## src/rtl/alu_exec_pkg.sv

```systemverilog
// ============================================================================
// Module  : alu_exec_pkg
// Purpose : Shared types and constants for the execute-stage sequencer and
//           its alu. Optional feature macro used by the slice: ALU_EXEC_IMM_EN.
// Revision: 1.0 - initial release
// ============================================================================
`default_nettype none

`ifndef CONST_ALU_INOUT_WIDTH
`define CONST_ALU_INOUT_WIDTH 16
`endif
`ifndef CONST_PROC_FLAGS_MSB_POS
`define CONST_PROC_FLAGS_MSB_POS 3
`endif

package alu_exec_pkg;
    localparam int DATA_W  = `CONST_ALU_INOUT_WIDTH;
    localparam int FLAGS_W = `CONST_PROC_FLAGS_MSB_POS + 1;
    // Register index width carried inside a request record (sized for 16 regs)
    localparam int IDX_W   = 4;

    localparam int pf_slot_c = 0;
    localparam int pf_slot_z = 1;

    localparam logic [3:0] OP_ADD = 4'h0;
    localparam logic [3:0] OP_ADC = 4'h1;
    localparam logic [3:0] OP_SUB = 4'h2;
    localparam logic [3:0] OP_AND = 4'h3;
    localparam logic [3:0] OP_CMP = 4'h4;
    localparam logic [3:0] OP_OR  = 4'h5;
    localparam logic [3:0] OP_XOR = 4'h6;
    localparam logic [3:0] OP_LSL = 4'h7;

    // Only the carry and zero bits are committed to the flags register
    localparam logic [FLAGS_W-1:0] CZ_MASK =
        FLAGS_W'((1 << pf_slot_c) | (1 << pf_slot_z));

    typedef enum logic [1:0] {IDLE = 2'd0, READ = 2'd1, EXEC = 2'd2, WB = 2'd3} state_t;

    typedef struct packed {
        logic [3:0]        oper;
        logic [IDX_W-1:0]  rd;
        logic [IDX_W-1:0]  ra;
        logic [IDX_W-1:0]  rb;
        logic              use_imm;
        logic [DATA_W-1:0] imm;
    } req_t;
endpackage

`default_nettype wire

```

## src/rtl/alu.sv

```systemverilog
// ============================================================================
// Module  : alu
// Purpose : Combinational ALU. Unknown opcodes pass a_in and leave flags as-is.
// Revision: 1.0 - initial release
// ============================================================================
`default_nettype none

module alu
    import alu_exec_pkg::*;
(
    input  logic [3:0]         oper,
    input  logic [DATA_W-1:0]  a_in,
    input  logic [DATA_W-1:0]  b_in,
    input  logic [FLAGS_W-1:0] proc_flags_in,
    output logic [DATA_W-1:0]  out,
    output logic [FLAGS_W-1:0] proc_flags_out
);
    logic [DATA_W:0] wide;

    // Result and carry/zero computation per opcode
    always_comb begin
        out            = a_in;
        proc_flags_out = proc_flags_in;
        wide           = '0;
        case (oper)
            OP_ADD, OP_ADC: begin
                wide = {1'b0, a_in} + {1'b0, b_in}
                     + {{DATA_W{1'b0}}, (oper == OP_ADC) & proc_flags_in[pf_slot_c]};
                out  = wide[DATA_W-1:0];
                proc_flags_out[pf_slot_c] = wide[DATA_W];
                proc_flags_out[pf_slot_z] = (wide[DATA_W-1:0] == '0);
            end
            OP_SUB, OP_CMP: begin
                // Carry means "no borrow" (a >= b)
                wide = {1'b0, a_in} - {1'b0, b_in};
                out  = wide[DATA_W-1:0];
                proc_flags_out[pf_slot_c] = ~wide[DATA_W];
                proc_flags_out[pf_slot_z] = (wide[DATA_W-1:0] == '0);
            end
            OP_AND, OP_OR, OP_XOR: begin
                if (oper == OP_AND)     out = a_in & b_in;
                else if (oper == OP_OR) out = a_in | b_in;
                else                    out = a_in ^ b_in;
                proc_flags_out[pf_slot_z] = ((oper == OP_AND) ? ((a_in & b_in) == '0) :
                                             (oper == OP_OR)  ? ((a_in | b_in) == '0) :
                                                                ((a_in ^ b_in) == '0));
            end
            OP_LSL: begin
                // A zero shift is a pure move and leaves the flags untouched
                wide = {1'b0, a_in} << b_in;
                out  = wide[DATA_W-1:0];
                if (b_in != '0) begin
                    proc_flags_out[pf_slot_c] = wide[DATA_W];
                    proc_flags_out[pf_slot_z] = (wide[DATA_W-1:0] == '0);
                end
            end
            default: ;
        endcase
    end
endmodule

`default_nettype wire

```

## src/rtl/alu_exec_regfile.sv

```systemverilog
// ============================================================================
// Module  : alu_exec_regfile
// Purpose : NUM_REGS x DATA_W register file: one write port, two registered
//           operand read ports, one asynchronous debug read port.
// Revision: 1.0 - initial release
// ============================================================================
`default_nettype none

module alu_exec_regfile
    import alu_exec_pkg::*;
#(
    parameter int NUM_REGS  = 16,
    parameter int REG_IDX_W = $clog2(NUM_REGS)
) (
    input  logic                 clk,
    input  logic                 rst,
    input  logic                 we,
    input  logic [REG_IDX_W-1:0] waddr,
    input  logic [DATA_W-1:0]    wdata,
    input  logic                 rd_en,
    input  logic [REG_IDX_W-1:0] ra,
    input  logic [REG_IDX_W-1:0] rb,
    output logic [DATA_W-1:0]    a_data,
    output logic [DATA_W-1:0]    b_data,
    input  logic [REG_IDX_W-1:0] dbg_idx,
    output logic [DATA_W-1:0]    dbg_data
);
    logic [DATA_W-1:0] regs [NUM_REGS];

    // Single write port; callers guarantee load and writeback never collide
    always_ff @(posedge clk or posedge rst) begin
        if (rst) begin
            for (int i = 0; i < NUM_REGS; i++) regs[i] <= '0;
        end else if (we) begin
            regs[waddr] <= wdata;
        end
    end

    // Operand snapshot, taken only when enabled so it holds through execute
    always_ff @(posedge clk or posedge rst) begin
        if (rst) begin
            a_data <= '0;
            b_data <= '0;
        end else if (rd_en) begin
            a_data <= regs[ra];
            b_data <= regs[rb];
        end
    end

    assign dbg_data = regs[dbg_idx];
endmodule

`default_nettype wire

```

## src/rtl/alu_exec_ctrl.sv

```systemverilog
// ============================================================================
// Module  : alu_exec_ctrl
// Purpose : Execute-stage sequencer (IDLE->READ->EXEC->WB) driving an alu,
//           with register-file writeback and carry/zero flag commit.
//           Optional macro ALU_EXEC_IMM_EN adds an immediate B operand.
// Revision: 1.0 - initial release
// ============================================================================
`default_nettype none

module alu_exec_ctrl
    import alu_exec_pkg::*;
#(
    parameter int NUM_REGS  = 16,
    parameter int REG_IDX_W = $clog2(NUM_REGS)
) (
    input  logic                 clk,
    input  logic                 rst,
    input  logic                 req_valid,
    output logic                 req_ready,
    input  logic [3:0]           req_oper,
    input  logic [REG_IDX_W-1:0] req_rd,
    input  logic [REG_IDX_W-1:0] req_ra,
    input  logic [REG_IDX_W-1:0] req_rb,
`ifdef ALU_EXEC_IMM_EN
    input  logic                 req_use_imm,
    input  logic [DATA_W-1:0]    req_imm,
`endif
    input  logic                 ld_en,
    input  logic [REG_IDX_W-1:0] ld_idx,
    input  logic [DATA_W-1:0]    ld_data,
    input  logic [REG_IDX_W-1:0] dbg_idx,
    output logic [DATA_W-1:0]    dbg_data,
    output logic                 done_valid,
    output logic [DATA_W-1:0]    done_result,
    output logic [FLAGS_W-1:0]   flags_out
);
    state_t             state;
    req_t               req_q;
    logic [DATA_W-1:0]  res_q;
    logic [FLAGS_W-1:0] fl_q;
    logic [DATA_W-1:0]  a_q;
    logic [DATA_W-1:0]  b_reg;
    logic [DATA_W-1:0]  b_q;
    logic [DATA_W-1:0]  alu_out;
    logic [FLAGS_W-1:0] alu_flags;
    logic               wb_write;
    logic               rf_we;

    assign req_ready = (state == IDLE) && !ld_en;
    assign b_q       = req_q.use_imm ? req_q.imm : b_reg;

    // Compare only updates flags; everything else writes its destination
    assign wb_write  = (state == WB) && (req_q.oper != OP_CMP);
    assign rf_we     = ((state == IDLE) && ld_en) || wb_write;

    alu_exec_regfile #(
        .NUM_REGS  (NUM_REGS),
        .REG_IDX_W (REG_IDX_W)
    ) u_regfile (
        .clk      (clk),
        .rst      (rst),
        .we       (rf_we),
        .waddr    (wb_write ? REG_IDX_W'(req_q.rd) : ld_idx),
        .wdata    (wb_write ? res_q : ld_data),
        .rd_en    (state == READ),
        .ra       (REG_IDX_W'(req_q.ra)),
        .rb       (REG_IDX_W'(req_q.rb)),
        .a_data   (a_q),
        .b_data   (b_reg),
        .dbg_idx  (dbg_idx),
        .dbg_data (dbg_data)
    );

    alu u_alu (
        .oper           (req_q.oper),
        .a_in           (a_q),
        .b_in           (b_q),
        .proc_flags_in  (flags_out),
        .out            (alu_out),
        .proc_flags_out (alu_flags)
    );

    // Sequencer with registered completion outputs and flag commit
    always_ff @(posedge clk or posedge rst) begin
        if (rst) begin
            state       <= IDLE;
            req_q       <= '0;
            res_q       <= '0;
            fl_q        <= '0;
            done_valid  <= 1'b0;
            done_result <= '0;
            flags_out   <= '0;
        end else begin
            done_valid <= 1'b0;
            case (state)
                IDLE: begin
                    if (req_valid && req_ready) begin
                        req_q.oper <= req_oper;
                        req_q.rd   <= IDX_W'(req_rd);
                        req_q.ra   <= IDX_W'(req_ra);
                        req_q.rb   <= IDX_W'(req_rb);
`ifdef ALU_EXEC_IMM_EN
                        req_q.use_imm <= req_use_imm;
                        req_q.imm     <= req_imm;
`else
                        req_q.use_imm <= 1'b0;
                        req_q.imm     <= '0;
`endif
                        state <= READ;
                    end
                end
                READ: state <= EXEC;
                EXEC: begin
                    res_q <= alu_out;
                    fl_q  <= alu_flags;
                    state <= WB;
                end
                WB: begin
                    done_result <= res_q;
                    done_valid  <= 1'b1;
                    flags_out   <= (flags_out & ~CZ_MASK) | (fl_q & CZ_MASK);
                    state       <= IDLE;
                end
                default: state <= IDLE;
            endcase
        end
    end
endmodule

`default_nettype wire

```

## config.mk

```make
export PLATFORM = sky130hd
export DESIGN_NAME = alu_exec_ctrl
export DESIGN_NICKNAME = d
export VERILOG_FILES = /design/src/rtl/alu_exec_pkg.sv /design/src/rtl/alu.sv /design/src/rtl/alu_exec_regfile.sv /design/src/rtl/alu_exec_ctrl.sv
export SDC_FILE = /design/constraint.sdc
export NUM_CORES = 1
export LEC_CHECK = 0
export CORE_ASPECT_RATIO = 0.6
export CORE_UTILIZATION = 36
export DETAILED_ROUTE_END_ITERATION = 12
export GPL_TIMING_DRIVEN = 0
export PLACE_DENSITY_LB_ADDON = 0.12
export REMOVE_ABC_BUFFERS = 1
export SKIP_CTS_REPAIR_TIMING = 1
export SLEW_MARGIN = 30
export SYNTH_ARGS = -nofsm -noshare
export SYNTH_HDL_FRONTEND = slang
export SYNTH_SLANG_ARGS = --single-unit
```

## constraint.sdc

```tcl
create_clock -name clk -period 14.28 [get_ports clk]
set_input_delay 1.428 -clock clk [delete_from_list [all_inputs] [get_ports clk]]
set_output_delay 1.428 -clock clk [all_outputs]
set_load 0.02 [all_outputs]
```

; After elaboration in Yosys (flattened, before gate mapping)
; Index checks and enable logic that the tools add are counted.
; Widths: inputs -> output; s select.
[totals]
regBits = 345
input_bits = 44
output_inout_bits = 38
elab_cells = 104
[op_classes]
addsub = 3
magnitude_cmp = 5
eq_ne = 12
shift = 1
muxes = 25
bitwise = 10
reduce_logical = 20
[op_table]
columns = op, count
row1 = $bwmux 256, 1
row2 = $bmux 16 s4, 3
row3 = $mux 16, 10
row4 = $logic_not 16->1, 6
row5 = $demux 16 s4, 1
row6 = $pmux 16 s4, 1
row7 = $ge 5x5->1 const B, 4
row8 = $not 4->5, 4
row9 = $add 16x16->17, 1
row10 = $add 17x1->17, 1
row11 = $shl 16x16->17, 1
row12 = $sub 16x16->17, 1
row13 = $and 16x16->16, 1
row14 = $eq 4x3->1 const B, 4
row15 = $or 16x16->16, 1
row16 = $reduce_bool 16->1, 1
row17 = $xor 16x16->16, 1
row18 = $eq 4x2->1 const B, 2
row19 = $pmux 2 s4, 1
row20 = $logic_and 1x1->1, 5
row21 = $lt 5x1->1 const B, 1
row22 = $eq 2x2->1 const B, 2
row23 = $eq 4x1->1 const B, 1
row24 = $logic_not 4->1, 1
row25 = 17 further kinds, 21

; Logic depth before layout (Yosys ltp)
[logic_depth]
depth_word = 9
depth_mapped = 16

; Cells and area by module
; A second synthesis with hierarchy kept.
[hier_totals]
cells_unflattened = 1781
hier_area_um2 = 23343.6
[by_module_without_submodules]
columns = mod, n_inst, cells_per_inst, area_each_um2, seq_area_each_um2
row1 = alu_exec_regfile, 1, 1018, 16741.1, 7206.9
row2 = alu, 1, 608, 4187.8, 0.0
row3 = alu_exec_ctrl, 1, 155, 2414.8, 1376.3

; Worst setup path after synthesis
; Ideal clock, no wire load.
[synth_timing]
path_type = input-to-output
from = input dbg_idx[0]
to = output dbg_data[0]
t_arrival_ps = 3447
t_required_ps = 12852
path_slack_ps = 9405
cell_stages = 4
n_path_buf = 2
path_cell_list = clkbuf_1 -> buf_1 -> mux4_2 -> mux4_2
[synth_via]
elab_chain_len = 4
[synth_lines]
columns = element, line_no
row1 = from (decl), alu_exec_ctrl.sv:31  ; input logic [REG_IDX_W-1:0] dbg_idx,
row2 = $not 4->5 (not written as such), alu_exec_regfile.sv:50  ; assign dbg_data = regs[dbg_idx];
row3 = $bmux 16 s4, alu_exec_regfile.sv:50
row4 = $mux 16 (not written as such) (2 in a row), alu_exec_regfile.sv:50
row5 = to (decl), alu_exec_ctrl.sv:32  ; output logic [DATA_W-1:0] dbg_data,
; Every way passes these cells. The select of a mux whose other input is x is not followed.

; Worst setup path in the final report
[layout_timing]
from = input dbg_idx[0]
to = output dbg_data[9]
; The elaborated chain is that of the path after synthesis.

==> summary.md <==
| Metric | Value |
|---|---|
| Cell Area, Placed | `0.02440 sq mm` |
| Multi-input gate area | `0.01278 sq mm` |
| Sequential cell area | `0.008607 sq mm` |
| Max Fanout on Critical Path | `47` |
| Cts bufs inserted | `38` |
| Met3 WL | `8.248 mm` |
| DRT iter0 DRCs | `1,913` |
| Outcome | `finished clean` |
| Sink Count | `343` |
| Reg-to-reg slack, setup | `9.28 ns` |
| Bufs on Longest Clock Path | `3` |
| Fillers | `5,652` |
| Worst path max stage delay | `0.59 ns` |
| Initial Util | `0.3691` |
| P&R area growth vs syn | `16.38%` |
| Top sig layer | `met4` |
| CTS tree | `yes` |
| Die W | `322.0 microns` |
| Max VDD drop | `0.1747 mV` |
| DP HPWL | `57.42 mm` |
| Hold Path Class | `register to register` |
| Cell Pwr Density | `270.5 mW/mm^2` |
| First-pass GRT wire length | `120.1 mm` |
| Die area | `0.06245 sq mm` |
| I/O Buffers | `79` |
| Routed len/inst | `28.04 microns` |
| CP Launch Type | `input pin` |
| WL met2 | `32.47 mm` |
| CP Capture Type | `output port` |
| Filler-free cell count of the finished design | `2,855` |
| Core Footprint | `0.05992 sq mm` |
| Total grt overflow | `0` |
| Antenna-violating nets left | `0` |
| Max_slew headroom | `0.2818` |
| Final hold violations | `0` |
| Row Count | `69` |
| Vias in the first global route | `16,984` |
| Layout cells sized above 1 | `0.2339` |
| Die Height | `194.0 microns` |
| CP max-delay cell | `mux4_2` |
| Most common cell after layout, fill and taps aside | `dfrtp_1` |
| Fmax | `190.3 MHz` |
| CTS Root Buffer Type | `clkbuf_16` |
| Pin count of the biggest net entering global routing | `77` |
| Arr. time, crit path | `3.83 ns` |
| Post-synth EDFFs | `0` |
| Final Instance Area | `0.02573 sq mm` |
| Routed vias/inst | `6.086` |
| M1 wire length | `37.86 mm` |
| Final Cycle Share | `0.3679` |
| Top cell type by total area after synthesis | `dfrtp_1` |
| Placed Cells incl. Taps | `2,787` |
| # diodes | `0` |
| Final setup fails | `0` |
| Avg Cell Area, Syn | `10.95 sq um` |
| Leak | `10.08 nW` |
| Maxcap violations | `0` |
| Drt pass-1 iters | `5` |
| Area contributors post-synth | `dfrtp_1, mux4_2, a21oi_1` |
| Register area share after synthesis | `0.3882` |
| Top cell by count, worst path | `mux4_2` |
| Yosys warning count | `0` |
| Fin crit period | `5.254 ns` |
| Nets | `2,110` |
| Post-Syn Area | `0.02211 sq mm` |
| H-tree Lvls | `2` |
| Clock Pin Slew Worst Setup and Hold Paths | `0.06 ns` |
| Critical path type | `input pin to output port` |
| Initial antenna violation count | `1` |
| Final RePlAce weighted congestion | `0.9948` |
| Hold Slack | `0.4890 ns` |
| CP required | `12.85 ns` |
| Final wirelength | `80.06 mm` |
| Global Route Usage Sum | `0.2620` |
| Cells along the critical path | `buf_8 > buf_16 > mux4_2 > mux4_2 > clkdlybuf4s50_1` |
| Unrepaired setup endpoints after global routing | `false` |
| Mapped Cells | `2,019` |
| Cell variety after synth | `78` |
| # IOs | `82` |
| Slew Limit Fails | `0` |
| Yosys reg bits | `343` |
| FFs w/ async S/R, synth | `1.000` |
| Clock skew | `0.02772 ns` |
| Prevailing post-synth register cell | `dfrtp_1` |
| Top cell type's share of synthesized area | `0.3882` |
| DRC viols | `0` |
| Clk Latency, worst-skew pair | `0.56 ns` |
| Commonest non-fill, non-tap cells in the layout | `dfrtp_1, mux4_2, nand2_1, nor2_1, a21oi_1` |
| Routed via count | `17,375` |
| Slew at the pin with the worst max-slew slack | `1.047 ns` |
## layout make-up
cell class | instances | share of cell area
clock buffer | 50 | 0.04104
clock inverter | 18 | 0.009967
inverter | 57 | 0.008606
multi-input combinational | 1445 | 0.4965
sequential | 343 | 0.3345
tap | 816 | 0.03968
timing repair buffer | 126 | 0.06977
## report_power, final
group          internal, mW  switching (mW)  total (mW)
Clock                 0.617           0.445        1.06
Sequential             1.43           0.692        2.12
Combinational          1.81            1.96        3.77
Total                  3.86            3.10        6.96
## path summary, 6_finish.rpt
kind,start,end,depth (start not counted)
setup / recovery,dbg_idx[0],dbg_data[9],5
hold / removal,fl_q[0],fl_q[0],1
max in group asynchronous,rst,req_q[18],5
min in group asynchronous,rst,u_regfile.regs[116],2
setup reg to reg,u_regfile.b_data[0],fl_q[1],11
hold reg to reg,fl_q[0],fl_q[0],1
## cell families (layout without fill, tap and decap cells)
kind of cell	count (synthesis)	in the layout	share of synthesized area
AOI/OAI and AO/OA	520	520	0.1348
xor gates and xnor gates	18	18	0.007130
adders and majority gates	55	55	0.03214
buffers and inverters	232	251	0.04600
DFF	343	343	0.3882
muxes	325	325	0.2904
other	1	2	0.0001696
and+or+nand+nor	525	525	0.1011
## worst max-delay path, delay by kind of cell
family | cells | cell delay [ns]
buffers and inverters | 3 | 1.18
multiplexers | 2 | 1.15
## metal layers
metal  global-route usage  vias up
li1                     -     7560
met1               0.4110     8928
met2               0.3504      784
met3              0.08147      103
met4              0.04850        0
met5                    0        -
## stage by stage
stage | TNS [ns] | setup WS [ns] | utilization | total power, mW
after floorplan | 0 | 3.344 | - | 4.400
after global placement | -504.79 | -1.512 | 0.3860 | 5.711
after detailed placement | 0 | 9.016 | 0.4073 | 5.832
after CTS | 0 | 9.011 | 0.4292 | 6.919
after global routing | 0 | 8.898 | 0.4295 | 7.382
final | 0 | 9.026 | 0.4295 | 6.960
## cell usage after synthesis, drive strengths merged (3+ instances only)
library cell / count
o2111ai: 3
fa: 3
ha: 52
or4: 4
a221oi: 9
a211oi: 6
o211ai: 8
a31o: 3
nand2b: 11
a31oi: 9
nand3b: 4
mux4: 249
nor2: 213
o22ai: 7
nor4: 11
xor2: 3
a21boi: 4
mux2: 43
o211a: 3
a2111oi: 5
nor3: 17
o221ai: 9
mux2i: 33
a311oi: 3
clkbuf: 122
o21ai: 208
nand3: 11
inv: 56
a21oi: 196
nand4: 8
buf: 53
o31ai: 6
xnor2: 15
nand2: 217
or3: 7
dfrtp: 343
o21a: 11
nor2b: 10
and3: 3
o21bai: 8
a22oi: 5
## state kept, by name, summed over array words and instances, names as in the netlist
name,flops
res_q,16
flags_out,2
u_regfile.b_data,16
u_regfile.a_data,16
done_result,16
req_q,16
u_regfile.regs,256
fl_q,2
state,2
done_valid,1
Power figures use the tool's default switching activity.
